**config.mk**
```make
export PLATFORM = sky130hd
export DESIGN_NAME = hold_seq
export DESIGN_NICKNAME = d
export VERILOG_FILES = /design/src/rtl/hold_seq_pkg.sv /design/src/rtl/hold_seq_tog_bank.sv /design/src/rtl/hold_seq.sv
export SDC_FILE = /design/constraint.sdc
export NUM_CORES = 1
export LEC_CHECK = 0
export BUFFER_PORTS_ARGS = -buffer_cell sky130_fd_sc_hd__buf_2
export CORE_UTILIZATION = 50
export DETAILED_ROUTE_END_ITERATION = 8
export PLACE_DENSITY = 0.75
export SLEW_MARGIN = 10
export SYNTH_ARGS = -nofsm -noshare
export SYNTH_HDL_FRONTEND = slang
export SYNTH_HIERARCHICAL = 1
export SYNTH_SLANG_ARGS = --single-unit
```
**constraint.sdc**
```tcl
create_clock -name clk -period 3 [get_ports clk]
set_input_delay 0.9 -clock clk [delete_from_list [all_inputs] [get_ports clk]]
set_output_delay 0.9 -clock clk [all_outputs]
set_load 0.01 [all_outputs]
```
**src/rtl/hold_seq_pkg.sv**
```systemverilog
// Shared types and helpers for the hold_seq burst sequencer.
// State encodings, display names and the pointer-width helper.
package hold_seq_pkg;

    typedef enum logic [1:0] {
        IDLE = 2'd0,
        RUN  = 2'd1,
        LAST = 2'd2
    } state_t;

    function automatic string state_name(input state_t s);
        case (s)
            IDLE:    return "IDLE";
            RUN:     return "RUN";
            LAST:    return "LAST";
            default: return "ILLEGAL";
        endcase
    endfunction

    // A single channel still needs a 1-bit pointer port.
    function automatic int ptr_w(input int n);
        return (n <= 1) ? 1 : $clog2(n);
    endfunction

endpackage

```
**src/rtl/hold_seq_tog_bank.sv**
```systemverilog
// Rotating pointer plus per-channel toggle flops; one flip per adv pulse.
// Updates on the edge adv is sampled; no backpressure.
module hold_seq_tog_bank
    import hold_seq_pkg::*;
#(
    parameter int N_CH = 2
) (
    input  logic                     clk,
    input  logic                     rst_n,
    input  logic                     adv,
    output logic [N_CH-1:0]          tog,
    output logic [ptr_w(N_CH)-1:0]   ch_ptr
);

    localparam int              PW      = ptr_w(N_CH);
    localparam logic [PW-1:0]   LAST_CH = PW'(N_CH - 1);

    always_ff @(posedge clk or negedge rst_n) begin
        if (!rst_n) begin
            tog    <= '0;
            ch_ptr <= '0;
        end else if (adv) begin
            tog    <= tog ^ (N_CH'(1) << ch_ptr);
            ch_ptr <= (ch_ptr == LAST_CH) ? '0 : ch_ptr + 1'b1;
        end
    end

endmodule

```
**src/rtl/hold_seq.sv**
```systemverilog
// Burst/pacing sequencer: IDLE -> RUN (L+1 cycles) -> LAST (1 cycle), held busy window.
// All outputs registered; abort cancels a burst from IDLE or RUN without done or toggle.
module hold_seq
    import hold_seq_pkg::*;
#(
    parameter int CNT_W      = 4,
    parameter int N_CH       = 2,
    parameter bit AUTO_START = 1'b0
) (
    input  logic                     clk,
    input  logic                     rst_n,
    input  logic                     start,
    input  logic                     abort,
    input  logic [CNT_W-1:0]         run_len,
    output logic                     busy,
    output logic                     done,
    output logic [N_CH-1:0]          tog,
    output logic [ptr_w(N_CH)-1:0]   ch_ptr,
    output logic [CNT_W-1:0]         cnt
);

    state_t             state;
    state_t             state_nxt;
    logic [CNT_W-1:0]   len_q;
    logic               go;
    logic               adv;
    logic [CNT_W-1:0]   cnt_inc;

    assign go      = (start | AUTO_START) & ~abort;
    assign adv     = (state == LAST);
    // Saturate so a maximal run length still reads all-ones during LAST.
    assign cnt_inc = (cnt == '1) ? cnt : cnt + 1'b1;

    always_comb begin
        state_nxt = state;
        case (state)
            IDLE: if (go) state_nxt = RUN;
            RUN: begin
                if (abort)              state_nxt = IDLE;
                else if (cnt >= len_q)  state_nxt = LAST;
            end
            LAST:    state_nxt = IDLE;
            default: state_nxt = IDLE;
        endcase
    end

    always_ff @(posedge clk or negedge rst_n) begin
        if (!rst_n) begin
            state <= IDLE;
            busy  <= 1'b0;
            done  <= 1'b0;
            cnt   <= '0;
            len_q <= '0;
        end else begin
            state <= state_nxt;
            busy  <= (state_nxt == RUN) || (state_nxt == LAST);
            done  <= (state == LAST);
            cnt   <= (state == RUN && state_nxt != IDLE) ? cnt_inc : '0;
            if (state == IDLE && go) len_q <= run_len;
        end
    end

    hold_seq_tog_bank #(
        .N_CH (N_CH)
    ) u_tog_bank (
        .clk    (clk),
        .rst_n  (rst_n),
        .adv    (adv),
        .tog    (tog),
        .ch_ptr (ch_ptr)
    );

endmodule

```
**Yosys cells after proc, flatten, opt, wreduce, memory -nomap -nowiden**

Cells that the tools add are included.

- Bits in registers: 15
- Output and inout port bits: 9

- Add/subtract/negate cells: 2
- Magnitude comparators: 1
- Equality and inequality tests: 6
- Shifts and indexed selects: 1
- Mux-type cells: 7
- Bitwise operators: 3
- Reduce and logical (&&, ||, !) cells: 5

Operator list:

| operator | count |
|---|---|
| 4-bit two-way mux | 2 |
| 2-bit two-way mux | 3 |
| 4-bit by 1-bit adder with 4-bit output (second input constant) | 1 |
| 2-bit by 1-bit == test with 1-bit output (second input constant) | 2 |
| 2-bit == test (second input constant) | 2 |
| 4-bit == test (second input constant) | 1 |
| 4-bit greater-or-equal comparator | 1 |
| 2-bit one-hot mux with 2 select lines | 1 |
| 1-bit logical AND | 2 |
| 2-bit zero test | 1 |
| 2-bit != test (second input constant) | 1 |
| 2-bit nonzero test | 1 |
| 1-bit by 1-bit << shifter with 2-bit output (first input constant) | 1 |
| 2-bit XOR | 1 |
| 1-bit adder (second input constant) | 1 |
| 1-bit AND | 1 |
| 1-bit logical OR | 1 |
| 1-bit two-way mux | 1 |
| 1-bit inverter | 1 |

**Logic depth before layout (Yosys ltp)**

- Depth in word-level cells: 7
- Depth in mapped cells: 8

**Cells and area by module**

Netlist, hierarchy kept.

Modules (own cells, without submodules):

| module | instances | cells each | area each (um^2) |
|---|---|---|---|
| hold_seq | 1 | 55 | 604.3 |
| hold_seq_tog_bank | 1 | 8 | 111.4 |

**Worst setup path after synthesis**

No wires, ideal clock.

- Path kind: input -> register
- Start point: in abort
- End point: reg cnt[2]
- Setup time: 0.086 ns
- Arrival time: 2.253 ns
- Required time: 2.914 ns
- Setup slack: 0.661 ns
- Stages: 5
- Path buffers: 0
- Cells stage by stage: nor4b_4 -> o21ba_2 -> ha_1 -> or3b_1 -> nor3_1

- Word-level cells in the longest chain between the ends: 7

Ends and longest elaborated chain:

| what | line | text |
|---|---|---|
| from (decl) | hold_seq.sv:13 | `input logic abort,` |
| 1-bit inverter | hold_seq.sv:29 | `assign go = (start \| AUTO_START) & ~abort;` |
| 1-bit AND | hold_seq.sv:29 |  |
| 2-bit two-way mux | hold_seq.sv:37 | `IDLE: if (go) state_nxt = RUN;` |
| 2-bit one-hot mux with 2 select lines (*) | hold_seq.sv:36 | `case (state)` |
| 2-bit nonzero test (*) | hold_seq.sv:58 | `cnt <= (state == RUN && state_nxt != IDLE) ? cnt_inc : '0;` |
| 1-bit logical AND (*) | hold_seq.sv:58 |  |
| 2-bit != test (no source line) or 4-bit two-way mux (tied branches) | - |  |
| to (signal assigned) | hold_seq.sv:58 |  |
| to (decl) | hold_seq.sv:19 | `output logic [CNT_W-1:0] cnt` |

Every way passes the cells marked *; elsewhere a longest branch is shown, timed or not.
A chain may end at the register's enable or synchronous reset.

**Worst setup path after layout**

- Start point: reg cnt[0]
- End point: reg cnt[2]

- Word-level cells in the longest chain between the ends: 7

Ends and longest elaborated chain:

| what | line | text |
|---|---|---|
| 4-bit greater-or-equal comparator | hold_seq.sv:40 | `else if (cnt >= len_q) state_nxt = LAST;` |
| 2-bit two-way mux | hold_seq.sv:40 |  |
| 2-bit two-way mux | hold_seq.sv:39 | `if (abort) state_nxt = IDLE;` |
| 2-bit one-hot mux with 2 select lines | hold_seq.sv:36 |  |
| 2-bit nonzero test | hold_seq.sv:58 |  |
| 1-bit logical AND | hold_seq.sv:58 |  |
| 2-bit != test (no source line) or 4-bit two-way mux (tied branches) | - |  |

Several ways; a longest one is shown, not always the timed one. The select of a mux whose other input is x is not followed.

==> report_table.html <==
<table>
<tr><th>Metric</th><th>Value</th></tr>
<tr><th colspan="2">Place</th></tr>
<tr><td># port buffers</td><td>16</td></tr>
<tr><td>RD Place Congestion</td><td>0.717</td></tr>
<tr><td>Pre-CTS WS</td><td>0.584 ns</td></tr>
<tr><td>HPWL reported at the end of detailed placement</td><td>886 µm</td></tr>
<tr><td>Post-Place Cell Area</td><td>822 µm²</td></tr>
<tr><th colspan="2">Route</th></tr>
<tr><td>Vias after detailed routing</td><td>499</td></tr>
<tr><td>Drt total wl</td><td>1110 µm</td></tr>
<tr><td>DRC violation count after routing</td><td>0</td></tr>
<tr><td>Vias per Instance</td><td>5.04</td></tr>
<tr><td>Remaining antenna violation count</td><td>0</td></tr>
<tr><td>Detailed-route wire length per cell</td><td>11.2 µm</td></tr>
<tr><td>Number of search-and-repair iterations in the first detailed-routing pass</td><td>5</td></tr>
<tr><td>DRT iter0 DRCs</td><td>17</td></tr>
<tr><th colspan="2">Die</th></tr>
<tr><td>Initial Util</td><td>54.3%</td></tr>
<tr><td>Floorplan core area</td><td>0.00132 mm²</td></tr>
<tr><td>Horizontal extent of the die</td><td>39.8 µm</td></tr>
<tr><td>Site row count</td><td>13</td></tr>
<tr><td>I/O pin cnt</td><td>17</td></tr>
<tr><td>Die span in y</td><td>39.8 µm</td></tr>
<tr><td>Floorplan die area</td><td>0.00159 mm²</td></tr>
<tr><th colspan="2">Status</th></tr>
<tr><td>Outcome</td><td>finished clean</td></tr>
<tr><th colspan="2">Setup path</th></tr>
<tr><td>Worst setup slack for register-to-register paths</td><td>0.66 ns</td></tr>
<tr><td>Worst Reg2Reg Path Length in Cells</td><td>8</td></tr>
<tr><td>Data required time of the critical path</td><td>3.19 ns</td></tr>
<tr><td>Critical path's most frequent cell</td><td>ha_1</td></tr>
<tr><td>End of the worst register-to-register path</td><td>cnt[2]</td></tr>
<tr><td>Largest incremental delay on the critical path</td><td>0.45 ns</td></tr>
<tr><td>Highest-delay cell along the critical path</td><td>dfrtp_1</td></tr>
<tr><td>Start-to-end type of the worst setup path</td><td>reg -&gt; reg</td></tr>
<tr><td>Type of destination of the critical path</td><td>flop</td></tr>
<tr><td>Data arrival at the endpoint of the critical path</td><td>2.53 ns</td></tr>
<tr><td>Launching element type of the critical path</td><td>flop</td></tr>
<tr><td>Worst-path maximum fanout</td><td>6</td></tr>
<tr><td>Cell-by-cell listing of the critical path</td><td>inv_1 &gt; ha_1 &gt; nor3b_1 &gt; o21ai_0 &gt; o21ba_2 &gt; ha_1 &gt; or3b_1 &gt; nor3_1</td></tr>
<tr><td>Launch instance of the worst register-to-register path</td><td>cnt[0]</td></tr>
<tr><td>CP delay by family, top</td><td>simple AND/OR/NAND/NOR gates</td></tr>
<tr><td>Number of buffer and inverter instances along the worst setup path</td><td>1</td></tr>
<tr><th colspan="2">Clock network</th></tr>
<tr><td>Num CTS Buffers</td><td>3</td></tr>
<tr><td>Post-CTS repair timing setup buffer count</td><td>0</td></tr>
<tr><td>Post-CTS Hold Buffers</td><td>0</td></tr>
<tr><td>Clock tree root buffer cell</td><td>clkbuf_4</td></tr>
<tr><td>Clock tree from TritonCTS</td><td>yes</td></tr>
<tr><td>Worst-path clk slew</td><td>0.09 ns</td></tr>
<tr><td>H-tree levels</td><td>1</td></tr>
<tr><td>Maximum buffer depth of the clock tree</td><td>2</td></tr>
<tr><td>Number of gates given a new drive strength after cts</td><td>0</td></tr>
<tr><td>Clock Latency Late Sink</td><td>0.27 ns</td></tr>
<tr><td>CTS Sinks</td><td>15</td></tr>
<tr><th colspan="2">Yosys</th></tr>
<tr><td>Flip-flop cell with the highest count after synthesis</td><td>dfrtp_1</td></tr>
<tr><td>Post-synth cell types</td><td>23</td></tr>
<tr><td>Most frequently used cell type in the post-synthesis netlist</td><td>dfrtp_1</td></tr>
<tr><td>Most frequent cells after synthesis</td><td>dfrtp_1 (15), ha_1 (6), nand2_1 (6)</td></tr>
<tr><td>Share of synthesized area occupied by flip-flops and latches</td><td>52.4%</td></tr>
<tr><td>Number of flip-flops and latches in the synthesized netlist</td><td>15</td></tr>
<tr><td>Area share of the largest cell type after synthesis</td><td>52.4%</td></tr>
<tr><td>Netlist area before placement</td><td>716 µm²</td></tr>
<tr><td>Cell count after synthesis</td><td>63</td></tr>
<tr><td>Post-synthesis net count</td><td>77</td></tr>
<tr><td>Top cells by area, synth</td><td>dfrtp_1 (52%), ha_1 (10%), xnor2_1 (3.7%), nor4b_4 (3.3%), nand2_1 (3.1%)</td></tr>
<tr><td>Synthesis Warnings</td><td>6</td></tr>
<tr><td>Avg Synthesized Cell Area</td><td>11.4 µm²</td></tr>
<tr><td>Number of enable flip-flop cells after synthesis</td><td>0</td></tr>
<tr><td>Biggest area consumer among synthesized cells</td><td>dfrtp_1</td></tr>
<tr><td>Post-synth ARST share</td><td>100%</td></tr>
<tr><th colspan="2">Timing</th></tr>
<tr><td>Least setup slack across all paths after layout</td><td>0.658 ns</td></tr>
<tr><td>Slew Limit Headroom</td><td>69.0%</td></tr>
<tr><td>Setup repair after global routing missed its margin</td><td>no</td></tr>
<tr><td>Final critical path time including I/O delays and setup</td><td>2.34 ns</td></tr>
<tr><td>Worst hold margin</td><td>0.467 ns</td></tr>
<tr><td>Highest clock frequency the design can meet</td><td>427 MHz</td></tr>
<tr><td>Sum Neg Setup Slack</td><td>0 ns</td></tr>
<tr><td>Final Hold Fails</td><td>0</td></tr>
<tr><td>Period utilisation layout</td><td>78.1%</td></tr>
<tr><td>Final setup viols</td><td>0</td></tr>
<tr><td>Transition at the pin with the smallest max-transition slack</td><td>0.459 ns</td></tr>
<tr><td>Final-report max-slew violation count</td><td>0</td></tr>
<tr><td>Fin Clk Skew</td><td>0.00359 ns</td></tr>
<tr><th colspan="2">Min path</th></tr>
<tr><td>Worst Hold Class</td><td>reg -&gt; reg</td></tr>
<tr><td>Worst Hold Depth</td><td>1</td></tr>
<tr><td>Sink of the worst hold path</td><td>u_tog_bank/tog[0]</td></tr>
<tr><td>Startpoint of the worst hold path</td><td>u_tog_bank/tog[0]</td></tr>
<tr><th colspan="2">Final layout</th></tr>
<tr><td>Nets</td><td>99</td></tr>
<tr><td>Fraction of final layout cells with drive strength greater than 1</td><td>28.6%</td></tr>
<tr><td>Signed area change from the synthesized netlist to the final layout</td><td>18.7%</td></tr>
<tr><td>Count of inserted antenna diode cells</td><td>0</td></tr>
<tr><td>Post-route standard cell area excluding fillers</td><td>850 µm²</td></tr>
<tr><td>Total of fill cells in the finished design</td><td>109</td></tr>
<tr><th colspan="2">GRT</th></tr>
<tr><td>Global routing met3 resource utilization</td><td>5.11%</td></tr>
<tr><td>Busiest layer in global routing</td><td>met2</td></tr>
<tr><td>Antenna violations before repair</td><td>0</td></tr>
<tr><td>Global-route met2 utilization</td><td>23.4%</td></tr>
<tr><td>All-Layer GR Usage</td><td>16.5%</td></tr>
<tr><td>Vias in the first global route</td><td>398</td></tr>
<tr><td>Maximum number of pins on one net before global-route repair</td><td>16</td></tr>
<tr><td>Global-route wire length before repair</td><td>1640 µm</td></tr>
<tr><td>Global route overflow</td><td>0</td></tr>
<tr><td>Met1 usage</td><td>21.5%</td></tr>
<tr><th colspan="2">Job</th></tr>
<tr><td>Number of violations of the max-capacitance limit</td><td>0</td></tr>
<tr><th colspan="2">Power and ir drop</th></tr>
<tr><td>Worst vdd ir</td><td>296 µV</td></tr>
<tr><td>Total leakage power</td><td>0.000435 µW</td></tr>
<tr><td>Power density over the cells</td><td>626 mW/mm²</td></tr>
<tr><td>Total design power</td><td>532 µW</td></tr>
</table>
## layout make-up
type | count | area [µm²] | area share, %
Clock inverter | 1 | 5.00 | 0.589
Tap cell | 15 | 18.8 | 2.21
Clock buffer | 3 | 22.5 | 2.65
Multi-Input combinational cell | 44 | 325 | 38.3
Inverter | 4 | 15.0 | 1.77
Timing Repair Buffer | 17 | 87.6 | 10.3
Sequential cell | 15 | 375 | 44.2
## report_power, final
group / internal, µW / switching (µW)
clock: 49.3 / 61.8
sequential: 246 / 30.0
combinational: 73.7 / 70.6
total: 369 / 162
## per-layer routing
layer | vias to the layer above | wire [µm]
li1 | 258 | -
met1 | 226 | 552
met2 | 13 | 508
met3 | 2 | 36
met4 | 0 | 14
met5 | - | 0
## flip-flops by register name (all words and copies together), names as in the netlist
register and cells:
u_tog_bank/ch_ptr 1, cnt 4, u_tog_bank/tog 2, state 2, len_q 4, busy 1
done 1
## kinds of logic (layout without fill, tap and decap cells)
family	Yosys count	in the layout	share of synthesized area [%]
simple gates	23	23	18.7
xor+xnor	4	4	4.90
compound gates	9	9	7.87
fa+ha+maj	6	6	10.5
flops	15	15	52.4
mux	2	2	3.50
buf+inv	4	25	2.10
## stage by stage
| stage | util [%] | cells |
|---|---|---|
| 2_1_floorplan | - | 63 |
| 3_3_place_gp | 62.4 | 95 |
| 3_5_place_dp | 62.4 | 95 |
| 4_1_cts | 64.5 | 99 |
| 5_1_grt | 64.5 | 99 |
| 6_report | 64.5 | 99 |
## worst max-delay path by stage
stage | depth (start not counted) | endpoint | startpoint
2_1_floorplan | 5 | cnt[2] | abort
4_1_cts | 8 | cnt[2] | cnt[0]
3_5_place_dp | 6 | cnt[2] | abort
5_1_grt | 8 | cnt[2] | cnt[0]
6_report | 8 | cnt[2] | cnt[0]
3_3_place_gp | 6 | cnt[2] | abort
## placed cells by master, fill, tap and decap left out
cell / instances
buf_4: 1
clkbuf_4: 3
nor2b_1: 1
nor4b_4: 1
inv_1: 4
xor2_1: 1
ha_1: 6
mux2i_1: 1
xnor2_1: 3
o211ai_1: 1
nand2b_1: 1
o21ai_0: 4
mux2_4: 1
nor3_1: 2
a21oi_1: 1
clkinv_2: 1
o21ba_2: 1
nand3_1: 3
and2b_1: 1
or3b_1: 1
buf_2: 16
nor3b_1: 2
nand2_1: 6
dfrtp_1: 15
o21bai_1: 1
a31oi_1: 1
nor2_1: 5
Power figures use the tool's default switching activity.
